===== config.mk =====
export PLATFORM = sky130hd
export DESIGN_NAME = nonce_scheduler
export DESIGN_NICKNAME = d
export VERILOG_FILES = /design/src/rtl/nonce_sched_pkg.sv /design/src/rtl/nonce_scheduler_target_compare.sv /design/src/rtl/nonce_scheduler.sv
export SDC_FILE = /design/constraint.sdc
export NUM_CORES = 1
export LEC_CHECK = 0
export ABC_AREA = 1
export BUFFER_PORTS_ARGS = -buffer_cell sky130_fd_sc_hd__buf_2
export CORE_AREA = 2 2 241 243
export CTS_CLUSTER_DIAMETER = 100
export DETAILED_ROUTE_END_ITERATION = 10
export DIE_AREA = 0 0 243 245
export GPL_ROUTABILITY_DRIVEN = 0
export PLACE_DENSITY = 0.39
export SLEW_MARGIN = 20
export SYNTH_ARGS = -nofsm -noshare
export SYNTH_HDL_FRONTEND = slang
export SYNTH_SLANG_ARGS = --single-unit

===== constraint.sdc =====
create_clock -name clk -period 2.3 [get_ports clk]
set_input_delay 0.46 -clock clk [delete_from_list [all_inputs] [get_ports clk]]
set_output_delay 0.46 -clock clk [all_outputs]
set_load 0.02 [all_outputs]

===== src/rtl/nonce_sched_pkg.sv =====
// Shared state encoding and constants for the nonce scheduler.
// Imported by nonce_scheduler and target_compare.
package nonce_sched_pkg;

  localparam int NONCE_W  = 32;
  localparam int DIGEST_W = 256;

  localparam logic [31:0] NONCE_MAX = 32'hFFFF_FFFF;

  typedef enum logic [2:0] {
    ST_IDLE   = 3'd0,
    ST_CLEAR  = 3'd1,
    ST_SETTLE = 3'd2,
    ST_ISSUE  = 3'd3,
    ST_WAIT   = 3'd4,
    ST_CHECK  = 3'd5,
    ST_DRAIN  = 3'd6,
    ST_DONE   = 3'd7
  } sched_state_t;

endpackage


===== src/rtl/nonce_scheduler_target_compare.sv =====
// Registered unsigned digest <= target compare, captured when the hash core
// reports a result; the flag holds until the next result.
module target_compare
  import nonce_sched_pkg::*;
#(
  parameter int DW = DIGEST_W
) (
  input  logic          clk,
  input  logic          reset,
  input  logic          i_en,
  input  logic [DW-1:0] i_digest,
  input  logic [DW-1:0] i_target,
  output logic          o_hit
);

  logic r_hit;

  // Capture the compare result alongside the digest strobe.
  always_ff @(posedge clk) begin
    if (reset) begin
      r_hit <= 1'b0;
    end else if (i_en) begin
      r_hit <= (i_digest <= i_target);
    end
  end

  assign o_hit = r_hit;

endmodule


===== src/rtl/nonce_scheduler.sv =====
// Nonce search controller: clears/steps the incrementer, feeds the hash core and
// checks digests against the target. Build option NONCE_SCHED_MULTI_HIT_EN keeps searching after hits.
module nonce_scheduler #(
  parameter int NONCE_W  = nonce_sched_pkg::NONCE_W,
  parameter int DIGEST_W = nonce_sched_pkg::DIGEST_W
`ifdef NONCE_SCHED_MULTI_HIT_EN
  ,
  parameter int FOUND_CNT_W = 8
`endif
) (
  input  logic                   clk,
  input  logic                   reset,
  input  logic                   i_enable,
  input  logic [DIGEST_W-1:0]    i_target,
  input  logic [NONCE_W-1:0]     i_nonce_in,
  output logic                   o_nonce_update,
  output logic                   o_nonce_clear,
  output logic                   o_hash_start,
  output logic [NONCE_W-1:0]     o_hash_nonce,
  input  logic                   i_hash_done,
  input  logic [DIGEST_W-1:0]    i_hash_digest,
  output logic                   o_busy,
  output logic                   o_found,
  output logic [NONCE_W-1:0]     o_golden_nonce,
  output logic                   o_exhausted
`ifdef NONCE_SCHED_MULTI_HIT_EN
  ,
  output logic [FOUND_CNT_W-1:0] o_found_count
`endif
);

  import nonce_sched_pkg::*;

  sched_state_t          r_state;
  logic                  r_last;
  logic                  r_nonce_update;
  logic                  r_nonce_clear;
  logic                  r_hash_start;
  logic [NONCE_W-1:0]    r_hash_nonce;
  logic                  r_busy;
  logic                  r_found;
  logic [NONCE_W-1:0]    r_golden_nonce;
  logic                  r_exhausted;
`ifdef NONCE_SCHED_MULTI_HIT_EN
  logic [FOUND_CNT_W-1:0] r_found_count;
`endif

  logic w_hit;
  logic w_at_max;

  assign w_at_max = (i_nonce_in == NONCE_W'(NONCE_MAX));

  target_compare #(
    .DW (DIGEST_W)
  ) u_target_compare (
    .clk      (clk),
    .reset    (reset),
    .i_en     (i_hash_done),
    .i_digest (i_hash_digest),
    .i_target (i_target),
    .o_hit    (w_hit)
  );

  // Search FSM; every output is a register updated on the state transition.
  always_ff @(posedge clk) begin
    if (reset) begin
      r_state        <= ST_IDLE;
      r_last         <= 1'b0;
      r_nonce_update <= 1'b0;
      r_nonce_clear  <= 1'b0;
      r_hash_start   <= 1'b0;
      r_hash_nonce   <= '0;
      r_busy         <= 1'b0;
      r_found        <= 1'b0;
      r_golden_nonce <= '0;
      r_exhausted    <= 1'b0;
`ifdef NONCE_SCHED_MULTI_HIT_EN
      r_found_count  <= '0;
`endif
    end else begin
      r_nonce_update <= 1'b0;
      r_nonce_clear  <= 1'b0;
      r_hash_start   <= 1'b0;
      case (r_state)
        ST_IDLE: begin
          if (i_enable) begin
            r_found        <= 1'b0;
            r_exhausted    <= 1'b0;
            r_golden_nonce <= '0;
`ifdef NONCE_SCHED_MULTI_HIT_EN
            r_found_count  <= '0;
`endif
            r_nonce_clear  <= 1'b1;
            r_busy         <= 1'b1;
            r_state        <= ST_CLEAR;
          end
        end
        ST_CLEAR: begin
          if (!i_enable) begin
            r_busy  <= 1'b0;
            r_state <= ST_IDLE;
          end else begin
            r_state <= ST_SETTLE;
          end
        end
        ST_SETTLE: begin
          if (!i_enable) begin
            r_busy  <= 1'b0;
            r_state <= ST_IDLE;
          end else begin
            r_hash_nonce   <= i_nonce_in;
            r_hash_start   <= 1'b1;
            r_nonce_update <= !w_at_max;
            r_last         <= w_at_max;
            r_state        <= ST_ISSUE;
          end
        end
        ST_ISSUE: begin
          if (!i_enable) begin
            r_busy  <= 1'b0;
            r_state <= ST_IDLE;
          end else begin
            r_state <= ST_WAIT;
          end
        end
        // A result arriving in the same cycle enable drops needs no drain.
        ST_WAIT: begin
          if (!i_enable) begin
            if (i_hash_done) begin
              r_busy  <= 1'b0;
              r_state <= ST_IDLE;
            end else begin
              r_state <= ST_DRAIN;
            end
          end else if (i_hash_done) begin
            r_state <= ST_CHECK;
          end
        end
        ST_CHECK: begin
          if (!i_enable) begin
            r_busy  <= 1'b0;
            r_state <= ST_IDLE;
          end else begin
`ifdef NONCE_SCHED_MULTI_HIT_EN
            if (w_hit) begin
              r_golden_nonce <= r_hash_nonce;
              r_found        <= 1'b1;
              if (r_found_count != {FOUND_CNT_W{1'b1}}) begin
                r_found_count <= r_found_count + FOUND_CNT_W'(1);
              end
            end
            if (r_last) begin
              r_exhausted <= 1'b1;
              r_busy      <= 1'b0;
              r_state     <= ST_DONE;
            end else begin
              r_hash_nonce   <= i_nonce_in;
              r_hash_start   <= 1'b1;
              r_nonce_update <= !w_at_max;
              r_last         <= w_at_max;
              r_state        <= ST_ISSUE;
            end
`else
            if (w_hit) begin
              r_golden_nonce <= r_hash_nonce;
              r_found        <= 1'b1;
              r_exhausted    <= r_last;
              r_busy         <= 1'b0;
              r_state        <= ST_DONE;
            end else if (r_last) begin
              r_exhausted <= 1'b1;
              r_busy      <= 1'b0;
              r_state     <= ST_DONE;
            end else begin
              r_hash_nonce   <= i_nonce_in;
              r_hash_start   <= 1'b1;
              r_nonce_update <= !w_at_max;
              r_last         <= w_at_max;
              r_state        <= ST_ISSUE;
            end
`endif
          end
        end
        ST_DRAIN: begin
          if (i_hash_done) begin
            r_busy  <= 1'b0;
            r_state <= ST_IDLE;
          end
        end
        ST_DONE: begin
          if (!i_enable) begin
            r_state <= ST_IDLE;
          end
        end
        default: begin
          r_busy  <= 1'b0;
          r_state <= ST_IDLE;
        end
      endcase
    end
  end

  assign o_nonce_update = r_nonce_update;
  assign o_nonce_clear  = r_nonce_clear;
  assign o_hash_start   = r_hash_start;
  assign o_hash_nonce   = r_hash_nonce;
  assign o_busy         = r_busy;
  assign o_found        = r_found;
  assign o_golden_nonce = r_golden_nonce;
  assign o_exhausted    = r_exhausted;
`ifdef NONCE_SCHED_MULTI_HIT_EN
  assign o_found_count  = r_found_count;
`endif

endmodule


---- Word level (Yosys, flattened, before mapping) ----
Cells that the tools add are included.
word-level totals
  register bits ........................... 75
  logic and storage cells ................. 100
  output and inout bits ................... 70
  input port bits ......................... 548
operators by class
  bitwise logic cells ..................... 1
  reduce and logical (&&, ||, !) cells .... 13
  muxes and demuxes ....................... 53
  magnitude comparators ................... 1
  equal/unequal tests ..................... 21
operators by type and width
  kind                    count
  $le A256 B256 Y1        1
  $mux W32                7
  $pmux W32 S2            2
  $eq A32 B32 Y1 const B  1
  $mux W3                 10
  $mux W1                 25
  $pmux W3 S8             1
  $ne A2 B2 Y1 const B    9
  $reduce_and A4 Y1       4
  $eq A3 B3 Y1 const B    4
  $pmux W1 S2             5
  $reduce_and A5 Y1       2
  $eq A3 B2 Y1 const B    2
  $pmux W1 S5             1
  $reduce_bool A5 Y1      1
  $mux W2                 2
  $ne A4 B3 Y1 const B    1
  $reduce_bool A2 Y1      2
  $eq A3 B1 Y1 const B    1
  $logic_not A3 Y1        1
  $ne A3 B2 Y1 const B    1
  $ne A3 B3 Y1 const B    1
  $reduce_or A3 Y1        1
  $ne A2 B1 Y1 const B    1
  other kinds (3)         3

---- Logic depth before layout (Yosys ltp) ----
Gate-level depths: netlist of the first run.
  depth in word-level cells ............... 6
  mapped depth ............................ 20
  mapped depth without buffers ............ 20

---- Hierarchy ----
Synthesis of the first run repeated with hierarchy kept, for this count alone.
unflattened totals
  cell total of the unflattened synthesis .. 1501
  area, all modules ....................... 9929.5 um^2
by module, submodules not included
  module           instances  seq. area each (um^2)  cells each  area an instance (um^2)
  target_compare   1          20.0                   1109        6949.2
  nonce_scheduler  1          1481.4                 392         2980.4

---- Worst setup path after synthesis of the first run ----
OpenSTA, ideal clock, no wires.
  path kind ............................... in2reg
  start point ............................. input port i_target[95]
  end point ............................... register u_target_compare.r_hit, in the netlist u_target_compare.o_hit
  data required time ...................... 2.230 ns
  data arrival time ....................... 1.771 ns
  path slack .............................. 0.459 ns
  stages .................................. 12
  buffers on the path ..................... 0
  library setup time ...................... 0.070 ns
  path through ............................ inv_1 ha_1 nand2_1 nor2_1 nand2_1 nor4_1 nand4_1 nor2_1 nand2_1 nor2_1 nor2_1 a21oi_1
between the ends
  word-level cells in the longest chain between the ends .. 1
RTL lines
  what                  RTL line                              source
  start, declared       nonce_scheduler.sv:14                 input logic [DIGEST_W-1:0] i_target,
  $le A256 B256 Y1      nonce_scheduler_target_compare.sv:23  r_hit <= (i_digest <= i_target);
  end signal, assigned  nonce_scheduler_target_compare.sv:23
  end, declared         nonce_scheduler_target_compare.sv:16  logic r_hit;
Every way passes these cells.
A chain may end at the register's enable or synchronous reset.

---- Worst setup path after layout of the first run ----
  start point ............................. input port i_target[169]
  end point ............................... register u_target_compare.r_hit, in the netlist u_target_compare.o_hit
Same word-level chain as after synthesis.

==> results of run 1 <==
-- cell families after synthesis --
family	share of synthesized area [%]
and+or+nand+nor	23.2
buffers and inverters	13.5
AOI/OAI and AO/OA	14.3
adders and majority gates	33.3
DFF	15.6
-- final timing paths --
check	from	endpoint	slack [ps]	cells after the start
hold reg to reg	o_golden_nonce[7]	o_golden_nonce[7]	460	2
setup reg to reg	r_state[0]	o_hash_nonce[17]	420	12
setup / recovery	i_target[169]	u_target_compare.o_hit	220	15
hold / removal	i_nonce_in[0]	o_hash_nonce[0]	380	3
-- cell type report --
| type | count | area, sq um |
|---|---|---|
| diodes | 6 | 15.0 |
| fillers | 6604 | 42800 |
| inverters | 319 | 1200 |
| multi-input cells | 1061 | 6830 |
| repair buffers | 654 | 3400 |
| clock inverters | 6 | 72.6 |
| well taps | 765 | 957 |
| clock buffers | 10 | 239 |
| flip-flops and latches | 75 | 1500 |
-- cells in the mapped netlist, drive strengths merged, types with 2 or more instances --
cell,n
ha,256
nor3,16
o21a,13
nand3,19
nor3b,5
o21bai,4
a21o,3
and3,2
nor2,156
nand4,31
a21oi,163
nor4,8
buf,10
nand2,303
o21ai,74
dfxtp,75
clkbuf,9
inv,318
-- per-layer routing --
metal,global-route usage (%),wire (um),vias up
met5,0,16,-
met4,3.37,786,2
met3,3.02,2520,40
met2,26.1,21600,326
met1,15.2,17200,4939
li1,-,-,6064
-- worst register-to-register path, cell delays in order (launching register included) --
cell	delay [ps]
dfxtp_1	380
inv_2	70
nor2_2	100
nand2_1	90
nor2_2	140
inv_2	60
or2_4	240
nor2_4	90
nor2_2	70
clkinv_2	50
buf_4	330
nor2_1	90
nor2_1	110
-- per-stage QoR --
step / power [W] / TNS [ps] / std cells
final: 0.00468 / 0 / 2896
after global routing: 0.00508 / 0 / 2896
after CTS: 0.00477 / 0 / 2890
after detailed placement: 0.00325 / -245 / 2874
after global placement: 0.00323 / -242 / 2874
after floorplan: 0.00234 / 0 / 1474
-- what timing repair did --
| action | CTS | global route |
|---|---|---|
| hold buffers | 0 | 0 |
| resized for setup | 0 | 3 |
| setup endpoints to repair | 0 | 1 |
-- power by group through the flow --
stage | Clock [W] | Combinational (W) | Sequential, W
floorplan | 0 | 0.000934 | 0.00140
global placement | 0 | 0.00185 | 0.00138
detailed placement | 0 | 0.00187 | 0.00138
CTS | 0.00154 | 0.00189 | 0.00135
global route | 0.00159 | 0.00214 | 0.00135
finish | 0.00149 | 0.00185 | 0.00135
==> metrics.md, run 1 <==
| Metric | Value |
|---|---|
| Power share of the clock group | `31.7%` |
| DR iter-0 viols | `231` |
| Synth warn | `0` |
| Longest Clk Path Bufs | `2` |
| CTS clk-pin slew, worst paths | `60 ps` |
| RSZ-0062 raised after global routing | `no` |
| Part of the power in registers | `28.8%` |
| Fmax | `0.480 GHz` |
| H-tree depth | `3` |
| DRC | `0` |
| Yosys cell types | `32` |
| Initial antenna violation count | `8` |
| Synth top area cells | `ha_1 33%, dfxtp_1 16%, inv_1 12%, nand2_1 12%, a21oi_1 8.5%` |
| IO Pins | `618` |
| TritonCTS clock tree | `built` |
| Async SR Flop Fraction | `0%` |
| Share of cells above drive strength 1 | `32.1%` |
| Minimum clock period | `2080 ps` |
| Comb power frac | `39.5%` |
| Vias in the first global route | `11,878` |
| Final core occ | `24.9%` |
| Setup crit start kind | `input port` |
| HP Class | `input port to flop` |
| Starting Density | `16.9%` |
| Critical path class | `input port to flop` |
| Layout area overhead | `47.8%` |
| Int Pwr | `0.00308 W` |
| Layout Skew | `6.52 ps` |
| Final setup fails | `0` |
| CP max FO | `2` |
| Post-CTS setup buffers | `0` |
| CP cell instances | `buf_2 > inv_1 > ha_1 > nand2_1 > inv_1 > o21ai_0 > a21oi_1 > buf_4 > nor2_1 > nand2_1 > a21oi_1 > nand2_1 > a21oi_1 > nand2_1 > a21oi_1` |
| Total wire length | `42.2 mm` |
| Max VDD drop | `0.305 mV` |
| Critical path endpoint category | `flop` |
| Share of the synthesized area in the top cell type | `33.3%` |
| Most frequent cells in the layout | `617 x buf_2, 315 x inv_1, 303 x nand2_1` |
| Maxcap violations | `0` |
| PortBufs | `617` |
| Pwr/cell area | `329 nW/um^2` |
| Post-synth net total | `2,278` |
| Ys flop type | `dfxtp_1` |
| Die H | `245 um` |
| Floorplan core area | `57,000 sq um` |
| Cell Area, Synth | `9620 sq um` |
| Die Wd | `243 um` |
| Post-route ant nets | `0` |
| Nets | `2,924` |
| Dpl ws | `-245 ps` |
| Hold Fails Final Rpt | `0` |
| #FFs+latches synth | `75` |
| Worst path max stage delay | `300 ps` |
| Tightest Pin Transition | `665 ps` |
| Detailed-router iteration count before antenna repair | `4` |
| Final Worst Setup Slack | `216 ps` |
| Min Hold Slack | `383 ps` |
| Switching power total | `0.00161 W` |
| Skew-Pair Late Insertion Delay | `340 ps` |
| Post-DR vias/cell | `3.93` |
| WL/cell | `14.6 um` |
| CTS Sinks | `75` |
| Detail Placement HPWL | `38.6 mm` |
| Synth area leader | `ha_1` |
| Total Routing Usage GR | `13.7%` |
| CTS Buf Count | `9` |
| Commonest non-fill, non-tap cell in the layout | `buf_2` |
| Design Area, Final | `14,200 sq um` |
| # rows | `88` |
| Grt ovf | `0` |
| Sequential area share after synthesis | `15.6%` |
| Rel. slew slack | `55.2%` |
| Buffers & Inverters on Critical Path | `4` |
| Worst Path Required | `2570 ps` |
| Largest net degree at the start of global routing | `41` |
| Critical path's slowest cell | `ha_1` |
| Via count | `11,371` |
| Number of synthesized flops with an enable pin | `0` |
| First-pass GRT wire length | `63.7 mm` |
| Pleak | `8.43 nW` |
| Synth Instances | `1,474` |
| Crit path arrival time | `2350 ps` |
| Outcome | `completed` |
| Placed Instance Area | `13,900 sq um` |
| Die ar. | `59,500 sq um` |
| Net Sw Frac | `34.3%` |
| Avg Inst Size Synth | `6.52 sq um` |
| CTS root buffer | `clkbuf_16` |
| Period utilization | `90.6%` |
| Pins Over Slew Limit | `0` |
| Delay-heaviest family, CP | `compound AO/OA/AOI/OAI gates` |
Power figures use the tool's default switching activity.
==> run 2, diff against run 1 <==
REMOVE_ABC_BUFFERS = 1   (was unset)
==> metrics.md, run 2 (synthesis results as in run 1) <==
| Metric | Value |
|---|---|
| Outcome | `completed (unchanged)` |
| R2R Setup Slk | `420 ps (about the same)` |
| Share of cells above drive strength 1 | `31.7% (was 32.1%)` |
| Hold Fails Final Rpt | `0 (unchanged)` |
| GR peak layer | `met2 (unchanged)` |
| Routing usage on met3 | `3.14% (was 3.02%)` |
| Post-DR vias/cell | `3.94 (was 3.93)` |
| DRC | `0 (unchanged)` |
| Commonest non-fill, non-tap cell in the layout | `buf_2 (unchanged)` |
| Setup crit start kind | `input port (unchanged)` |
| Min Hold Slack | `373 ps (was 383 ps)` |
| Met2 usage | `26.4% (was 26.1%)` |
| CTS clk-pin slew, worst paths | `70 ps (was 60 ps)` |
| Hold path start | `i_nonce_in[10] (was i_nonce_in[0])` |
| Period utilization | `86.0% (was 90.6%)` |
| Max VDD drop | `0.340 mV (was 0.305 mV)` |
| Placed cell count | `2,866 (was 2,874)` |
| RSZ-0062 raised after global routing | `no (unchanged)` |
| Skew-Pair Late Insertion Delay | `340 ps (about the same)` |
| DR iter-0 viols | `234 (was 231)` |
| Worst reg2reg path depth | `11 (was 12)` |
| Layout area overhead | `47.2% (was 47.8%)` |
| Tightest Pin Transition | `511 ps (was 665 ps)` |
| Critical R2R Capture | `o_hash_nonce[1] (was o_hash_nonce[17])` |
| Vias in the first global route | `11,793 (was 11,878)` |
| Detailed-router iteration count before antenna repair | `6 (was 4)` |
| Crit path arrival time | `2250 ps (was 2350 ps)` |
| PortBufs | `617 (unchanged)` |
| Total Routing Usage GR | `13.9% (was 13.7%)` |
| Dpl ws | `-78.1 ps (was -245 ps)` |
| Final Worst Setup Slack | `321 ps (was 216 ps)` |
| Hold_buf cts | `0 (unchanged)` |
| Minimum clock period | `1980 ps (was 2080 ps)` |
| First-pass GRT wire length | `64.3 mm (was 63.7 mm)` |
| Floorplan core area | `57,000 sq um (unchanged)` |
| Total wire length | `42.9 mm (was 42.2 mm)` |
| Rel. slew slack | `65.6% (was 55.2%)` |
| CTS root buffer | `clkbuf_16 (unchanged)` |
| Starting Density | `16.9% (unchanged)` |
| TritonCTS clock tree | `built (unchanged)` |
| Die H | `245 um (unchanged)` |
| Maxcap violations | `0 (unchanged)` |
| HP Class | `input port to flop (unchanged)` |
| Post-cts sizing count | `0 (unchanged)` |
| Via count | `11,411 (was 11,371)` |
| Fmax | `0.505 GHz (was 0.480 GHz)` |
| Pwr/cell area | `328 nW/um^2 (was 329 nW/um^2)` |
| Post-route ant nets | `0 (unchanged)` |
| WL/cell | `14.8 um (was 14.6 um)` |
| Post-CTS setup buffers | `0 (unchanged)` |
| Nets | `2,916 (was 2,924)` |
| Hold path cells | `3 (unchanged)` |
| Layout Skew | `11.1 ps (was 6.52 ps)` |
| Critical path endpoint category | `flop (unchanged)` |
| Die ar. | `59,500 sq um (unchanged)` |
| Final core occ | `24.8% (was 24.9%)` |
| Critical path class | `input port to flop (unchanged)` |
| Largest net degree at the start of global routing | `41 (unchanged)` |
| Longest Clk Path Bufs | `2 (unchanged)` |
| Met1 Usage GRT | `15.9% (was 15.2%)` |
| CTS Buf Count | `9 (unchanged)` |
| Final Non-Filler Cells | `2,893 (was 2,896)` |
| CP max FO | `2 (unchanged)` |
| Detail Placement HPWL | `39.4 mm (was 38.6 mm)` |
| Pleak | `8.39 nW (was 8.43 nW)` |
| Die Wd | `243 um (unchanged)` |
| Most frequent cells in the layout | `617 x buf_2, 315 x inv_1, 303 x nand2_1 (unchanged)` |
| # rows | `88 (unchanged)` |
| CTS Sinks | `75 (unchanged)` |
| FF-to-FF Start | `r_state[0] (unchanged)` |
| Initial antenna violation count | `20 (was 8)` |
| Worst Path Required | `2570 ps (about the same)` |
| Grt ovf | `0 (unchanged)` |
| Total Power | `0.00464 W (was 0.00468 W)` |
| H-tree depth | `3 (unchanged)` |
| Final setup fails | `0 (unchanged)` |
| Hold worst-path end | `o_hash_nonce[10] (was o_hash_nonce[0])` |
| Pins Over Slew Limit | `0 (unchanged)` |
| IO Pins | `618 (unchanged)` |
## run 2: worst max-delay path, cell delays in order
cell     delay [ps]
buf_2            80
inv_1            40
ha_1            290
nand2_1          80
nor2_1          280
nand2_1          90
inv_1            70
nand2_1          70
nor2_1          110
nand4_1         100
nor2_1          150
nand2_1         120
nor2_1          130
nor2_1           50
a21oi_1         140
## run 2: cell type report
| class | instances | area (sq um) |
|---|---|---|
| Tap cell | 765 | 957 |
| Multi-Input combinational cell | 1061 | 6810 |
| Inverter | 319 | 1200 |
| Sequential cell | 75 | 1500 |
| Fill cell | 6621 | 42900 |
| Antenna cell | 11 | 27.5 |
| Clock buffer | 10 | 239 |
| Timing Repair Buffer | 646 | 3340 |
| Clock inverter | 6 | 72.6 |
## run 2: how the worst max path moves through the flow
stage | endpoint | start
2_1_floorplan | o_hash_nonce[0] | i_enable
3_3_place_gp | u_target_compare.o_hit | i_target[31]
3_5_place_dp | u_target_compare.o_hit | i_target[61]
4_1_cts | u_target_compare.o_hit | i_target[95]
5_1_grt | u_target_compare.o_hit | i_target[95]
6_report | u_target_compare.o_hit | i_target[127]
## run 2: report_power, final
group	switching (W)	internal (W)	total [W]
registers	0.0000203	0.00133	0.00135
logic	0.000982	0.000858	0.00184
clock network	0.000575	0.000881	0.00146
## run 2: through the flow
stage	TNS (ps)	cell area, sq um
2_1_floorplan	-2240	9510
3_3_place_gp	-64.1	13800
3_5_place_dp	-78.1	13800
4_1_cts	0	14100
5_1_grt	0	14100
6_report	0	14200
## run 2: per-layer routing
layer	part of all wire, %	vias to the layer above	routed length (um)
li1	-	6055	-
met1	41	4988	17700
met2	52	324	22200
met3	5.9	34	2520
met4	1.1	10	469
met5	0.17	-	72
==> run 3, diff against run 2 <==
RECOVER_POWER = 50   (was unset)
clock period = 1.9 ns   (was 2.3 ns; I/O delays follow)
==> metrics.md, run 3 (synthesis results as in run 1) <==
| Metric | Value |
|---|---|
| Detailed-router iteration count before antenna repair | `5 (was 6)` |
| Area of the multi-input gates | `6970 sq um (was 6810 sq um)` |
| Initial antenna violation count | `18 (was 20)` |
| HP Class | `input port to flop (unchanged)` |
| Final core occ | `25.4% (was 24.8%)` |
| Longest Clk Path Bufs | `2 (unchanged)` |
| Dpl ws | `-435 ps (was -78.1 ps)` |
| Register area | `1500 sq um (about the same)` |
| DR iter-0 viols | `290 (was 234)` |
| CTS Sinks | `75 (unchanged)` |
| Pleak | `8.25 nW (was 8.39 nW)` |
| Design Area, Final | `14,500 sq um (was 14,200 sq um)` |
| IO Pins | `618 (unchanged)` |
| Largest net degree at the start of global routing | `34 (was 41)` |
| Fmax | `0.541 GHz` |
| CTS root buffer | `clkbuf_16 (unchanged)` |
| Die H | `245 um (unchanged)` |
| Final Worst Setup Slack | `52.1 ps (was 321 ps)` |
| Die Wd | `243 um (unchanged)` |
| Commonest non-fill, non-tap cell in the layout | `buf_2 (unchanged)` |
| Post-route ant nets | `0 (unchanged)` |
| Layout area overhead | `50.5% (was 47.2%)` |
| Total Routing Usage GR | `13.9% (about the same)` |
| Critical path endpoint category | `flop (unchanged)` |
| Setup crit start kind | `input port (unchanged)` |
| Minimum clock period | `1850 ps` |
| CTS clk-pin slew, worst paths | `60 ps (was 70 ps)` |
| Hold Fails Final Rpt | `0 (unchanged)` |
| Post-CTS setup buffers | `0 (unchanged)` |
| Final setup fails | `0 (unchanged)` |
| Pins Over Slew Limit | `0 (unchanged)` |
| Maxcap violations | `0 (unchanged)` |
| Worst Path Required | `2170 ps (was 2570 ps)` |
| Total wire length | `43.0 mm (was 42.9 mm)` |
| Skew-Pair Late Insertion Delay | `330 ps (was 340 ps)` |
| Max VDD drop | `0.359 mV (was 0.340 mV)` |
| Grt ovf | `0 (unchanged)` |
| PortBufs | `617 (unchanged)` |
| Outcome | `completed (unchanged)` |
| CP max FO | `2 (unchanged)` |
| Min Hold Slack | `307 ps (was 373 ps)` |
| Share of cells above drive strength 1 | `31.1% (was 31.7%)` |
| Tightest Pin Transition | `493 ps (was 511 ps)` |
| First-pass GRT wire length | `64.7 mm (was 64.3 mm)` |
| DRC | `0 (unchanged)` |
| Post-DR vias/cell | `3.96 (was 3.94)` |
| Vias in the first global route | `12,010 (was 11,793)` |
| TritonCTS clock tree | `built (unchanged)` |
| WL/cell | `14.7 um (was 14.8 um)` |
| Die ar. | `59,500 sq um (unchanged)` |
| Via count | `11,580 (was 11,411)` |
| Nets | `2,945 (was 2,916)` |
| Starting Density | `16.9% (unchanged)` |
| Pwr/cell area | `399 nW/um^2 (was 328 nW/um^2)` |
| Crit path arrival time | `2110 ps (was 2250 ps)` |
| # rows | `88 (unchanged)` |
| Floorplan core area | `57,000 sq um (unchanged)` |
| Layout Skew | `5.43 ps (was 11.1 ps)` |
| CTS Buf Count | `9 (unchanged)` |
| RSZ-0062 raised after global routing | `yes (was no)` |
| Rel. slew slack | `66.8% (was 65.6%)` |
| Detail Placement HPWL | `39.4 mm (about the same)` |
| H-tree depth | `3 (unchanged)` |
| Setup TNS | `0 ps (unchanged)` |
| Critical path class | `input port to flop (unchanged)` |
| Most frequent cells in the layout | `547 x buf_2, 313 x inv_1, 298 x nand2_1 (was 617 x buf_2, 315 x inv_1, 303 x nand2_1)` |
| Fillers | `6,630 (was 6,621)` |
| Period utilization | `97.3%` |
| Placed Instance Area | `14,100 sq um (was 13,800 sq um)` |
## run 3: changes by cell type in the layout (fill, tap and decap cells not counted), moves of 5 or more
cell / before / now
nand2_2: 0 / 5
clkbuf_1: 0 / 70
nor2_1: 151 / 141
buf_2: 617 / 547
nor2_2: 4 / 13
nor3_2: 0 / 8
nand2_1: 303 / 298
buf_4: 26 / 53
nor3_1: 16 / 8
## run 3: cell type report
| class | count | share of cell area (%) |
|---|---|---|
| multi-input combinational | 1061 | 48.1 |
| timing repair buffer | 675 | 24.2 |
| sequential | 75 | 10.4 |
| inverter | 319 | 8.28 |
| tap | 765 | 6.61 |
| clock buffer | 9 | 1.56 |
| clock inverter | 7 | 0.640 |
| antenna | 12 | 0.207 |
## run 3: power by group
group	total (W)	switching (W)	internal, W
registers	0.00163	0.0000259	0.00161
clock network	0.00183	0.000684	0.00114
logic	0.00231	0.00122	0.00109
## run 3: layer usage
layer	GRT usage (%)	share of wire, %	up-vias
met2	26.2	51	372
met3	3.14	6.1	41
li1	-	-	6100
met4	3.61	1.9	4
met1	15.6	41	5063
met5	0	0.058	-
## run 3: metrics by stage
stage / cells / total power (W)
after detailed placement: 2895 / 0.00399
after global placement: 2895 / 0.00397
after global routing: 2922 / 0.00626
final: 2923 / 0.00577
after CTS: 2911 / 0.00586
after floorplan: 1455 / 0.00281
## run 3: worst max-delay path, cell delays in order
cell and delay, ps:
buf_2 80, inv_1 30, ha_1 300, a21oi_1 160, nor2_1 50, nor3b_1 190
nand2_1 100, nor2_1 170, nand2_1 80, a21oi_1 220, nand2_2 120, nand2_1 70
nand2_1 50, a21oi_1 110
## run 3: what timing repair did
item	in CTS	in global routing
resized for setup	13	28
pin swaps	0	6
hold buffers	0	0
setup endpoints to repair	1	39
## run 3: final timing paths
check	cells after the start	end	slack [ps]	start
max	14	u_target_compare.o_hit	50	i_target[93]
min	3	o_hash_nonce[26]	310	i_nonce_in[26]
max reg2reg	11	o_nonce_update	140	r_state[0]
min reg2reg	2	o_golden_nonce[30]	460	o_golden_nonce[30]
